<file path="config.mk">
export PLATFORM = sky130hd
export DESIGN_NAME = npn_canon_search
export DESIGN_NICKNAME = d
export VERILOG_FILES = /design/src/rtl/npn_pkg.sv /design/src/rtl/npn_tt_transform.sv /design/src/rtl/npn_canon_search.sv
export SDC_FILE = /design/constraint.sdc
export NUM_CORES = 1
export LEC_CHECK = 0
export BUFFER_PORTS_ARGS = -buffer_cell sky130_fd_sc_hd__buf_2
export CAP_MARGIN = 20
export CORE_ASPECT_RATIO = 1.4
export CORE_MARGIN = 2
export CORE_UTILIZATION = 29
export DETAILED_ROUTE_END_ITERATION = 10
export PLACE_DENSITY_LB_ADDON = 0.08
export SYNTH_ARGS = -nofsm -noshare
export SYNTH_HDL_FRONTEND = slang
export SYNTH_HIERARCHICAL = 1
export SYNTH_SLANG_ARGS = --single-unit
</file>
<file path="constraint.sdc">
create_clock -name clk -period 10.8 [get_ports clk]
set_input_delay 0.54 -clock clk [delete_from_list [all_inputs] [get_ports clk]]
set_output_delay 0.54 -clock clk [all_outputs]
set_load 0.02 [all_outputs]
</file>
<file path="src/rtl/npn_pkg.sv">
// Shared types and permutation tables for the NPN canonicaliser.
// Permutation entries pack perm[k] into bits [2k+1:2k].
package npn_pkg;

    localparam int PERM_W   = 5;
    localparam int MAX_VARS = 4;

    typedef enum logic [1:0] {IDLE, SEARCH, DONE} npn_state_e;

    typedef logic [23:0][7:0] perm_tab_t;

    // Lexicographic permutations of {0,1,2,3}; entry 18 is (3,0,1,2).
    localparam logic [7:0] PERM4_ROM [24] = '{
        8'hE4, 8'hB4, 8'hD8, 8'h78, 8'h9C, 8'h6C,
        8'hE1, 8'hB1, 8'hC9, 8'h39, 8'h8D, 8'h2D,
        8'hD2, 8'h72, 8'hC6, 8'h36, 8'h4E, 8'h1E,
        8'h93, 8'h63, 8'h87, 8'h27, 8'h4B, 8'h1B
    };

    function automatic int fact(input int n);
        int r;
        r = 1;
        for (int i = 2; i <= n; i++) r = r * i;
        return r;
    endfunction

    // Smaller N decode p through the factorial number system.
    function automatic perm_tab_t perm_table(input int n);
        perm_tab_t tab;
        int        used [4];
        int        r;
        int        idx;
        int        sel;
        int        f;
        tab = '0;
        for (int p = 0; p < fact(n); p++) begin
            if (n == 4) begin
                tab[p] = PERM4_ROM[p];
            end else begin
                for (int k = 0; k < 4; k++) used[k] = 0;
                r = p;
                for (int pos = 0; pos < n; pos++) begin
                    f   = fact(n - 1 - pos);
                    idx = r / f;
                    r   = r % f;
                    sel = 0;
                    for (int v = 0; v < n; v++) begin
                        if (used[v] == 0) begin
                            if (idx == 0) sel = v;
                            idx--;
                        end
                    end
                    used[sel] = 1;
                    tab[p][2*pos +: 2] = 2'(sel);
                end
            end
        end
        return tab;
    endfunction

endpackage

</file>
<file path="src/rtl/npn_tt_transform.sv">
// Combinational NPN transform: g[j] = o ^ f[i], i[k] = j[perm[k]] ^ m[k].
module npn_tt_transform #(
    parameter int NUM_VARS = 4,
    parameter int TT_W     = 2**NUM_VARS
) (
    input  logic [TT_W-1:0]     f_i,
    input  logic [7:0]          perm_i,
    input  logic [NUM_VARS-1:0] mask_i,
    input  logic                neg_i,
    output logic [TT_W-1:0]     g_o
);

    logic [NUM_VARS-1:0] jv;
    logic [NUM_VARS-1:0] iv;

    always_comb begin
        g_o = '0;
        jv  = '0;
        iv  = '0;
        for (int j = 0; j < TT_W; j++) begin
            jv = NUM_VARS'(j);
            for (int k = 0; k < NUM_VARS; k++) begin
                iv[k] = jv[perm_i[2*k +: 2]] ^ mask_i[k];
            end
            g_o[j] = neg_i ^ f_i[iv];
        end
    end

endmodule

</file>
<file path="src/rtl/npn_canon_search.sv">
// Sequential NPN canonicaliser: walks every (perm, mask, neg) candidate one per
// clock and keeps the first numerically smallest transformed truth table.
module npn_canon_search
    import npn_pkg::*;
#(
    parameter int NUM_VARS = 4,
    parameter int TT_W     = 2**NUM_VARS
) (
    input  logic                clk,
    input  logic                rst_n,
    input  logic                in_valid,
    output logic                in_ready,
    input  logic [TT_W-1:0]     in_tt,
    output logic                out_valid,
    input  logic                out_ready,
    output logic [TT_W-1:0]     out_tt,
    output logic [PERM_W-1:0]   out_perm,
    output logic [NUM_VARS-1:0] out_neg_mask,
    output logic                out_neg,
    output npn_state_e          dbg_state_o
);

    // Handshakes: a transfer happens on a rising edge where valid and ready are both 1.
    localparam int                NF     = fact(NUM_VARS);
    localparam perm_tab_t         PTAB   = perm_table(NUM_VARS);
    localparam logic [PERM_W-1:0] P_LAST = PERM_W'(NF - 1);

    npn_state_e          state_q, state_d;
    logic [TT_W-1:0]     f_q, f_d;
    logic [PERM_W-1:0]   p_q, p_d;
    logic [NUM_VARS-1:0] m_q, m_d;
    logic                o_q, o_d;
    logic [TT_W-1:0]     best_tt_q, best_tt_d;
    logic [PERM_W-1:0]   best_p_q, best_p_d;
    logic [NUM_VARS-1:0] best_m_q, best_m_d;
    logic                best_o_q, best_o_d;

    logic [TT_W-1:0]     cand_tt;
    logic                cand_first;
    logic                cand_last;

    npn_tt_transform #(.NUM_VARS(NUM_VARS), .TT_W(TT_W)) u_xform (
        .f_i    (f_q),
        .perm_i (PTAB[p_q]),
        .mask_i (m_q),
        .neg_i  (o_q),
        .g_o    (cand_tt)
    );

    assign cand_first = (p_q == '0) && (m_q == '0) && !o_q;
    assign cand_last  = (p_q == P_LAST) && (&m_q) && o_q;

    always_comb begin
        state_d   = state_q;
        f_d       = f_q;
        p_d       = p_q;
        m_d       = m_q;
        o_d       = o_q;
        best_tt_d = best_tt_q;
        best_p_d  = best_p_q;
        best_m_d  = best_m_q;
        best_o_d  = best_o_q;
        in_ready  = (state_q == IDLE);
        out_valid = (state_q == DONE);
        case (state_q)
            IDLE: begin
                if (in_valid) begin
                    f_d     = in_tt;
                    p_d     = '0;
                    m_d     = '0;
                    o_d     = 1'b0;
                    state_d = SEARCH;
                end
            end
            SEARCH: begin
                // Candidate 0 seeds the best register; later ones must be strictly smaller.
                if (cand_first || (cand_tt < best_tt_q)) begin
                    best_tt_d = cand_tt;
                    best_p_d  = p_q;
                    best_m_d  = m_q;
                    best_o_d  = o_q;
                end
                o_d = ~o_q;
                if (o_q) begin
                    m_d = m_q + 1'b1;
                    if (&m_q) p_d = p_q + 1'b1;
                end
                if (cand_last) begin
                    p_d     = '0;
                    m_d     = '0;
                    o_d     = 1'b0;
                    state_d = DONE;
                end
            end
            DONE: begin
                if (out_ready) state_d = IDLE;
            end
            default: state_d = IDLE;
        endcase
    end

    always_ff @(posedge clk or negedge rst_n) begin
        if (!rst_n) begin
            state_q   <= IDLE;
            f_q       <= '0;
            p_q       <= '0;
            m_q       <= '0;
            o_q       <= 1'b0;
            best_tt_q <= '0;
            best_p_q  <= '0;
            best_m_q  <= '0;
            best_o_q  <= 1'b0;
        end else begin
            state_q   <= state_d;
            f_q       <= f_d;
            p_q       <= p_d;
            m_q       <= m_d;
            o_q       <= o_d;
            best_tt_q <= best_tt_d;
            best_p_q  <= best_p_d;
            best_m_q  <= best_m_d;
            best_o_q  <= best_o_d;
        end
    end

    assign out_tt       = best_tt_q;
    assign out_perm     = best_p_q;
    assign out_neg_mask = best_m_q;
    assign out_neg      = best_o_q;
    assign dbg_state_o  = state_q;

endmodule
</file>
==> metrics.md, run 1 <==
| Metric | Value |
|---|---|
| Commonest non-fill, non-tap cell in the layout | nand2_1 |
| Post_cts resized | 0 |
| Clock root buffer | clkbuf_16 |
| Post-synth top area share | 22.2% |
| Core Util, Final | 32.7% |
| Design Area, Final | 6720 um^2 |
| Worst Path Arrival | 6520 ps |
| Maximum fanout along the worst path | 26 |
| Drt total wl | 18.4 mm |
| Die Span X | 127 um |
| 1st-pass router iterations | 4 |
| Total global-route track usage | 16.7% |
| Max cap viols | 0 |
| Fmax | 158 MHz |
| Ys flop type | dfrtp_1 |
| Syn. warnings | 6 |
| Placed cell area | 6540 um^2 |
| R2R setup slack | 4480 ps |
| Io pins | 50 |
| Post CTS Setup Buffer Count | 0 |
| # clock sinks | 54 |
| Number of antenna repair diodes | 0 |
| Slew Viols, Final | 0 |
| Initial antenna violation count | 0 |
| Status | finished, final reports clean |
| Clock skew | 8.15 ps |
| RSZ-0062 raised after global routing | false |
| Synth Cell Area | 6100 um^2 |
| Crit end category | flip-flop |
| DRT antenna net count | 0 |
| Die height | 176 um |
| Largest net degree at the start of global routing | 55 |
| First-pass GRT wire length | 28.8 mm |
| CP required | 11,000 ps |
| Largest cells by area after synthesis | dfrtp_1 (22%), mux4_1 (18%), ha_1 (9.0%) |
| Syn Inst Count | 582 |
| Clk slew on worst S/H paths | 80 ps |
| DR DRC count | 0 |
| CTS tree | built |
| Slew headroom | 29.3% |
| Cell taking the most area after synthesis | dfrtp_1 |
| Core area | 20,600 um^2 |
| Hold bufs inserted after CTS | 0 |
| Seq/Total Area, Yosys | 22.2% |
| Vias in the first global route | 4,932 |
| R2R cell count | 15 |
| Share of layout cells above drive strength 1 | 19.1% |
| IO buf count | 49 |
| Worst r2r src | p_q[2] |
| #FFs+latches synth | 54 |
| Worst-Margin Slew | 1060 ps |
| Area growth, synth to finish | 10.1% |
| Most frequent cells in the layout | nand2_1 (101), dfrtp_1 (54), buf_2 (49) |
| Reg2reg end | out_tt[1] |
| Crit Path Class | flip-flop to flip-flop |
| Synth Net Count | 646 |
| Initial core utilization | 29.7% |
| Gr ovfl total | 0 |
| Unique cell type count in the Yosys netlist | 52 |
| Routed vias | 4,785 |
| Clk_lat worst skew | 310 ps |
| DP HPWL | 12.6 mm |
| DRT iter0 DRCs | 249 |
| Htree depth | 2 |
| Final GP Congestion | 0.786 |
| Setup violators final | 0 |
| Period minus WS final | 6320 ps |
| Hold WC Path Type | primary input to async pin |
| Async SR Flop Fraction | 100% |
| Mapped Avg Cell Area | 10.5 um^2 |
| Avg WL per Cell | 21.3 um |
| Vias/cell | 5.52 |
| DIE AREA | 22,200 um^2 |
| EDFF count, synth | 0 |
| Crit share post-route | 58.5% |
| Clock Tree Buf Depth | 2 |
| Fin. Hold Viols | 0 |
| FP Rows | 62 |
| # nets final | 674 |
| Startpoint Class | flip-flop |
| Fin Setup TNS | 0 ps |
| CTS Buf Count | 5 |
==> state kept, by name (all words and copies together) (netlist names) <==
name and count:
m_q 4, out_tt 16, out_perm 5, out_neg 1, dbg_state_o 2, out_neg_mask 4, p_q 5, o_q 1
f_q 16
==> per-stage QoR <==
stage	worst slack (ps)	hold WS (ps)	cells
after floorplan	5700	244	582
after global placement	4600	481	859
after detailed placement	4400	483	859
after CTS	4420	401	867
after global routing	3960	421	867
final	4480	360	867
==> critical path, stage by stage (launching register included) <==
cell and delay (ps):
dfrtp_1 670, inv_1 250, ha_1 230, o21ai_0 800, inv_1 160, ha_1 290
xnor2_1 430, mux4_2 560, a22oi_1 200, nand3_1 110, xor2_1 170, ha_1 340
nand4_1 160, or4b_4 580, o211ai_4 840, mux2_2 420
==> kinds of logic after synthesis <==
kind of cell | share of synthesized area, %
muxes | 31.8
AOI/OAI and AO/OA | 6.81
xor gates and xnor gates | 10.7
adders and majority gates | 9.03
and+or+nand+nor | 14.5
buffers and inverters | 4.99
DFF | 22.2
==> cells in the mapped netlist (2+ instances only) <==
cell type,instances
nand2_1,101
o2bb2ai_1,2
nand3b_1,2
a21oi_1,15
o22ai_1,3
nand3_1,15
o31ai_1,3
ha_1,44
dfrtp_1,54
mux4_1,42
buf_6,2
nor3_1,3
xnor2_1,26
o21ai_0,11
a32o_1,2
a22o_1,7
nand4_1,15
mux2_2,7
mux2i_1,3
nor2b_1,9
xor2_1,45
a22oi_1,3
buf_2,5
a211oi_1,8
nor2_1,37
clkbuf_1,25
inv_1,31
and2_1,2
nand2b_1,2
mux2_4,14
mux4_2,23
==> layer usage <==
metal  track usage, %  up-vias  share of wire, %
met2             29.5      154                51
met3             1.92       25               4.2
met1             21.4     2405                42
met4             5.04        0               2.0
li1                 -     2201                 -
met5                0        -                 0
==> how the worst max path moves through the flow <==
| stage | startpoint | slack [ps] | to |
|---|---|---|---|
| floorplan | p_q[1] | 5700 | out_tt[11] |
| global placement | p_q[2] | 4600 | out_perm[1] |
| detailed placement | p_q[2] | 4400 | out_perm[0] |
| CTS | p_q[2] | 4420 | out_perm[0] |
| global route | p_q[2] | 3960 | out_tt[1] |
| finish | p_q[2] | 4480 | out_tt[1] |
==> final cells by class <==
type	instances	area [um^2]
Sequential cell	54	1350
Timing Repair Buffer	57	305
Clock inverter	3	48.8
Tap cell	256	320
Fill cell	2086	13800
Inverter	31	116
Multi-Input combinational cell	461	4450
Clock buffer	5	125
Power of run 1 is left out: the tool's default activity adds up to more than one toggle a clock period on the data nets, which glitch-free logic cannot reach.
==> run 2, diff against run 1 <==
- clock period: 10.8 -> 6.2 ns (I/O delays scaled with it)
==> run 2 against run 1 <==
Compared with the run above: critical path type unchanged; maximum frequency grew 11%; core utilization increased by 0.23 points; cell area increased by 0.71%; register-to-register slack worse by 3900 ps; largest cell class unchanged; hold slack lost 220 ps; sequential share of layout area fell by 0.14 points.
==> metrics.md, run 2 (synthesis results as in run 1) <==
| Metric | Value |
|---|---|
| DRT antenna net count | 0 |
| Share of layout cells above drive strength 1 | 20.2% |
| DIE AREA | 22,200 um^2 |
| Area growth, synth to finish | 10.9% |
| Number of antenna repair diodes | 0 |
| Avg WL per Cell | 21.4 um |
| Placed cell area | 6590 um^2 |
| Period minus WS final | 5670 ps |
| Slew headroom | 27.6% |
| First-pass GRT wire length | 28.8 mm |
| Drt total wl | 18.7 mm |
| Most frequent cells in the layout | nand2_1 (101), dfrtp_1 (54), buf_2 (49) |
| 1st-pass router iterations | 4 |
| Htree depth | 2 |
| Max cap viols | 0 |
| FP Rows | 62 |
| # clock sinks | 54 |
| Commonest non-fill, non-tap cell in the layout | nand2_1 |
| Post-route setup slack | 533 ps |
| Crit share post-route | 91.4% |
| Crit Path Class | flip-flop to flip-flop |
| Total global-route track usage | 16.9% |
| CP required | 6390 ps |
| Routed vias | 4,748 |
| R2R cell count | 16 |
| Reg2reg end | out_tt[7] |
| Initial core utilization | 29.7% |
| Worst Path Arrival | 5860 ps |
| Vias in the first global route | 4,769 |
| Worst-Margin Slew | 1090 ps |
| Fmax | 176 MHz |
| Worst r2r src | p_q[2] |
| IO buf count | 49 |
| Die Span X | 127 um |
| Slew Viols, Final | 0 |
| Maximum fanout along the worst path | 17 |
| Fillers | 2,079 |
| Post CTS Setup Buffer Count | 0 |
| Fin. Hold Viols | 0 |
| Initial antenna violation count | 0 |
| Largest net degree at the start of global routing | 55 |
| Crit end category | flip-flop |
| DRT iter0 DRCs | 307 |
| # nets final | 682 |
| Gr ovfl total | 0 |
| CTS tree | built |
| Setup violators final | 0 |
| Final GP Congestion | 0.760 |
| Io pins | 50 |
| CTS Buf Count | 5 |
| Clock Tree Buf Depth | 2 |
| Die height | 176 um |
| R2R setup slack | 530 ps |
| RSZ-0062 raised after global routing | false |
| DP HPWL | 12.7 mm |
| Dpl ws | 386 ps |
| Clk_lat worst skew | 310 ps |
| Vias/cell | 5.43 |
| DR DRC count | 0 |
| Status | finished, final reports clean |
| Design Area, Final | 6760 um^2 |
| Clk slew on worst S/H paths | 80 ps |
| Core area | 20,600 um^2 |
| Clock skew | 10.6 ps |
| Hold WC Path Type | primary input to async pin |
| Core Util, Final | 32.9% |
| Clock root buffer | clkbuf_16 |
| Startpoint Class | flip-flop |
| Fin Setup TNS | 0 ps |
run 2: cell type report:
class                   count  area [um^2]  share of cell area [%]
well taps                 256          320                    4.74
multi-input cells         462         4460                    66.0
repair buffers             64          358                    5.29
inverters                  31          116                    1.72
flip-flops and latches     54         1350                    20.0
clock buffers               6          139                    2.05
clock inverters             2         17.5                   0.259
run 2: worst max path at each step:
stage                 from              end  slack (ps)  depth (start not counted)
finish              p_q[2]        out_tt[7]         530                         16
CTS                 p_q[2]        out_tt[1]         360                         16
global route        p_q[2]        out_tt[5]         110                         16
floorplan           p_q[1]       out_tt[11]        1100                         16
global placement    p_q[2]        out_tt[1]         510                         16
detailed placement  p_q[2]  out_neg_mask[0]         390                         16
run 2: per-layer routing:
metal / track usage, % / part of all wire, % / wire [um]
met2: 29.0 / 51 / 9480
met1: 22.1 / 43 / 7940
met4: 4.44 / 1.7 / 325
met5: 0 / 0 / 0
met3: 2.71 / 5.0 / 934
run 2: through the flow:
stage | cells | hold WS [ps]
3_3_place_gp | 866 | 481
4_1_cts | 874 | 169
6_report | 875 | 143
5_1_grt | 875 | 194
3_5_place_dp | 866 | 490
2_1_floorplan | 582 | 14.4
run 2: worst max-delay path, stage by stage, from the launching register on:
cell and delay (ps):
dfrtp_1 670, inv_1 250, ha_1 240, o21ai_0 160
buf_4 190, inv_1 70, ha_1 230, xnor2_1 460
mux4_2 580, a22oi_1 190, nand3_1 100, xor2_1 180
ha_1 350, nand4_1 170, or4b_4 600, o211ai_2 750
mux2_4 350
run 2: timing repair:
item,CTS,global route
resized for setup,0,0
endpoints found under the hold margin,0,0
hold buffers,0,0
endpoints found under the setup margin,0,6
Power of run 2 is left out for the same reason.
==> run 3, diff against run 2 <==
- SYNTH_HIERARCHICAL: 1 -> not set
==> run 3 against run 2 <==
Compared with the run above: sequential share of layout area shrank 1.4 points; maximum frequency shrank 2.3%; hold slack lost 12 ps; register-to-register slack lost 140 ps; sequential cell count is the same; first-iteration DRC count shrank 18%; non-clock buffer count grew 11; core utilization shrank 0.29 points; clock-buffer cell count shrank 1; critical endpoint is now out_tt[12]; via count grew 16%; die area grew 7.6%; global-route usage grew 1.5 points.
==> metrics.md, run 3 <==
| Metric | Value |
|---|---|
| Status | finished, final reports clean |
| Hold bufs inserted after CTS | 0 |
| Initial core utilization | 29.4% |
| Post CTS Setup Buffer Count | 0 |
| CP required | 6410 ps |
| Syn Inst Count | 662 |
| Initial antenna violation count | 0 |
| Area growth, synth to finish | 10.9% |
| Slew Viols, Final | 0 |
| 1st-pass router iterations | 4 |
| Clock root buffer | clkbuf_16 |
| Clock Tree Buf Depth | 2 |
| Routed vias | 5,515 |
| Worst hold margin | 131 ps |
| DRT iter0 DRCs | 251 |
| Ys flop type | dfrtp_1 |
| Async SR Flop Fraction | 100% |
| IO buf count | 49 |
| Number of antenna repair diodes | 0 |
| Vias in the first global route | 5,631 |
| Die Span X | 131 um |
| Dpl ws | 290 ps |
| DRT antenna net count | 0 |
| Total global-route track usage | 18.4% |
| Hold WC Path Type | primary input to async pin |
| Mapped Avg Cell Area | 9.93 um^2 |
| Clock skew | 11.0 ps |
| Final GP Congestion | 0.839 |
| CTS Buf Count | 5 |
| Placed cell area | 7120 um^2 |
| Worst-Margin Slew | 894 ps |
| # clock sinks | 54 |
| Post-route setup slack | 398 ps |
| FP Rows | 65 |
| Worst Path Arrival | 6010 ps |
| Fmax | 172 MHz |
| Share of layout cells above drive strength 1 | 27.2% |
| CTS tree | built |
| RSZ-0062 raised after global routing | false |
| Count leader, synth | nand2_1 |
| Synth Net Count | 725 |
| Syn. warnings | 0 |
| Io pins | 50 |
| Die height | 182 um |
| Setup violators final | 0 |
| Synth Cell Area | 6570 um^2 |
| Seq/Total Area, Yosys | 20.6% |
| First-pass GRT wire length | 33.8 mm |
| Gr ovfl total | 0 |
| DR DRC count | 0 |
| #FFs+latches synth | 54 |
| Crit Path Class | flip-flop to flip-flop |
| Max cap viols | 0 |
| Crit end category | flip-flop |
| Fin. Hold Viols | 0 |
| Post_cts resized | 0 |
| Commonest non-fill, non-tap cell in the layout | nand2_1 |
| DP HPWL | 15.8 mm |
| Post-synth top area share | 20.6% |
| Max stage delay on crit path | 500 ps |
| Highest-delay cell along the critical path | or4_1 |
| DIE AREA | 23,900 um^2 |
| Unique cell type count in the Yosys netlist | 79 |
| Largest cells by area after synthesis | dfrtp_1 (21%), mux4_2 (17%), ha_1 (8.2%) |
| Startpoint Class | flip-flop |
| Most frequent cells in the layout | nand2_1 (81), dfrtp_1 (53), mux4_2 (51) |
| Core area | 22,400 um^2 |
| Fin Setup TNS | 0 ps |
| Fillers | 2,326 |
| R2R setup slack | 400 ps |
| Crit share post-route | 93.6% |
| EDFF count, synth | 0 |
| Vias/cell | 5.56 |
| Clk_lat worst skew | 320 ps |
| Slew headroom | 40.4% |
| Cell Chain, Critical Path | inv_1 > ha_1 > mux2_2 > o21ai_0 > nor2_1 > a31oi_1 > ha_1 > xnor2_1 > buf_4 > nand2_1 > a211oi_1 > o21ai_0 > o21ai_0 > or4_1 > nand2_1 > xor2_1 > ha_1 > a21oi_1 > o21a_1 > o221ai_1 > or3_1 > o21ai_2 > buf_4 > mux2_2 |
| Period minus WS final | 5800 ps |
| Post-synth top cells | nand2_1 (81), dfrtp_1 (54), mux4_2 (51) |
| Largest net degree at the start of global routing | 55 |
| Cell taking the most area after synthesis | dfrtp_1 |
| Htree depth | 2 |
| # nets final | 753 |
| Avg WL per Cell | 22.0 um |
| Clk slew on worst S/H paths | 80 ps |
| Drt total wl | 21.8 mm |
| Maximum fanout along the worst path | 14 |
| Design Area, Final | 7290 um^2 |
[run 3: changes by cell type after synthesis, moves of 7 or more]
cell      previous run  this run
mux4_2              23        51
xnor2_1             26        11
nor3_1               3        10
nand2_1            101        81
a21oi_1             15        26
mux2_4              14         2
mux4_1              42         4
nor2_1              37        25
xor2_1              45        32
mux2_2               7        20
mux2i_1              3        38
mux2_1               0         8
nand3_1             15         8
clkbuf_1            25        33
[run 3: layout make-up]
type / count / area, um^2 / share of cell area (%)
Multi-Input combinational cell: 519 / 4820 / 66.1
Timing Repair Buffer: 75 / 440 / 6.04
Inverter: 35 / 131 / 1.80
Clock inverter: 3 / 43.8 / 0.601
Sequential cell: 54 / 1350 / 18.5
Tap cell: 301 / 377 / 5.16
Clock buffer: 5 / 125 / 1.72
[run 3: worst max-delay path: cells and delay by family (launching register included)]
kind | cells | cell delay (ps)
XOR/XNOR | 2 | 310
AND/OR/NAND/NOR | 5 | 1320
buffers and inverters | 3 | 570
AO/OA/AOI/OAI | 9 | 1580
flip-flops | 1 | 440
adder cells (fa/ha/maj) | 3 | 830
multiplexers | 2 | 630
[run 3: per-stage QoR]
| stage | instances | utilization (%) |
|---|---|---|
| after floorplan | 662 | - |
| after detailed placement | 984 | 31.8 |
| after global routing | 992 | 32.6 |
| final | 992 | 32.6 |
| after CTS | 992 | 32.6 |
| after global placement | 984 | 31.8 |
[run 3: per-layer routing]
metal / global-route usage (%) / vias up / share of wire [%]
li1: - / 2519 / -
met1: 20.6 / 2804 / 40
met2: 35.3 / 154 / 54
met3: 2.44 / 38 / 3.8
met4: 6.48 / 0 / 2.6
met5: 0 / - / 0
[run 3: path summary, 6_finish.rpt]
check | from | end | depth (start not counted)
setup / recovery | p_q[0] | out_tt[12] | 24
hold / removal | rst_n | out_tt[12] | 2
setup reg to reg | p_q[0] | out_tt[12] | 24
hold reg to reg | out_neg_mask[3] | out_neg_mask[3] | 1
max in group asynchronous | rst_n | f_q[6] | 2
min in group clk | in_tt[12] | f_q[12] | 3
[run 3: cell families (layout without fill, tap and decap cells)]
family / after synthesis / in the layout / share of synthesized area [%]
buf+inv: 89 / 118 / 6.20
mux: 123 / 123 / 30.1
flops: 54 / 54 / 20.6
xor+xnor: 47 / 47 / 6.72
simple gates: 193 / 193 / 15.2
fa+ha+maj: 43 / 43 / 8.18
compound gates: 113 / 113 / 13.1
Power of run 3 is left out for the same reason.
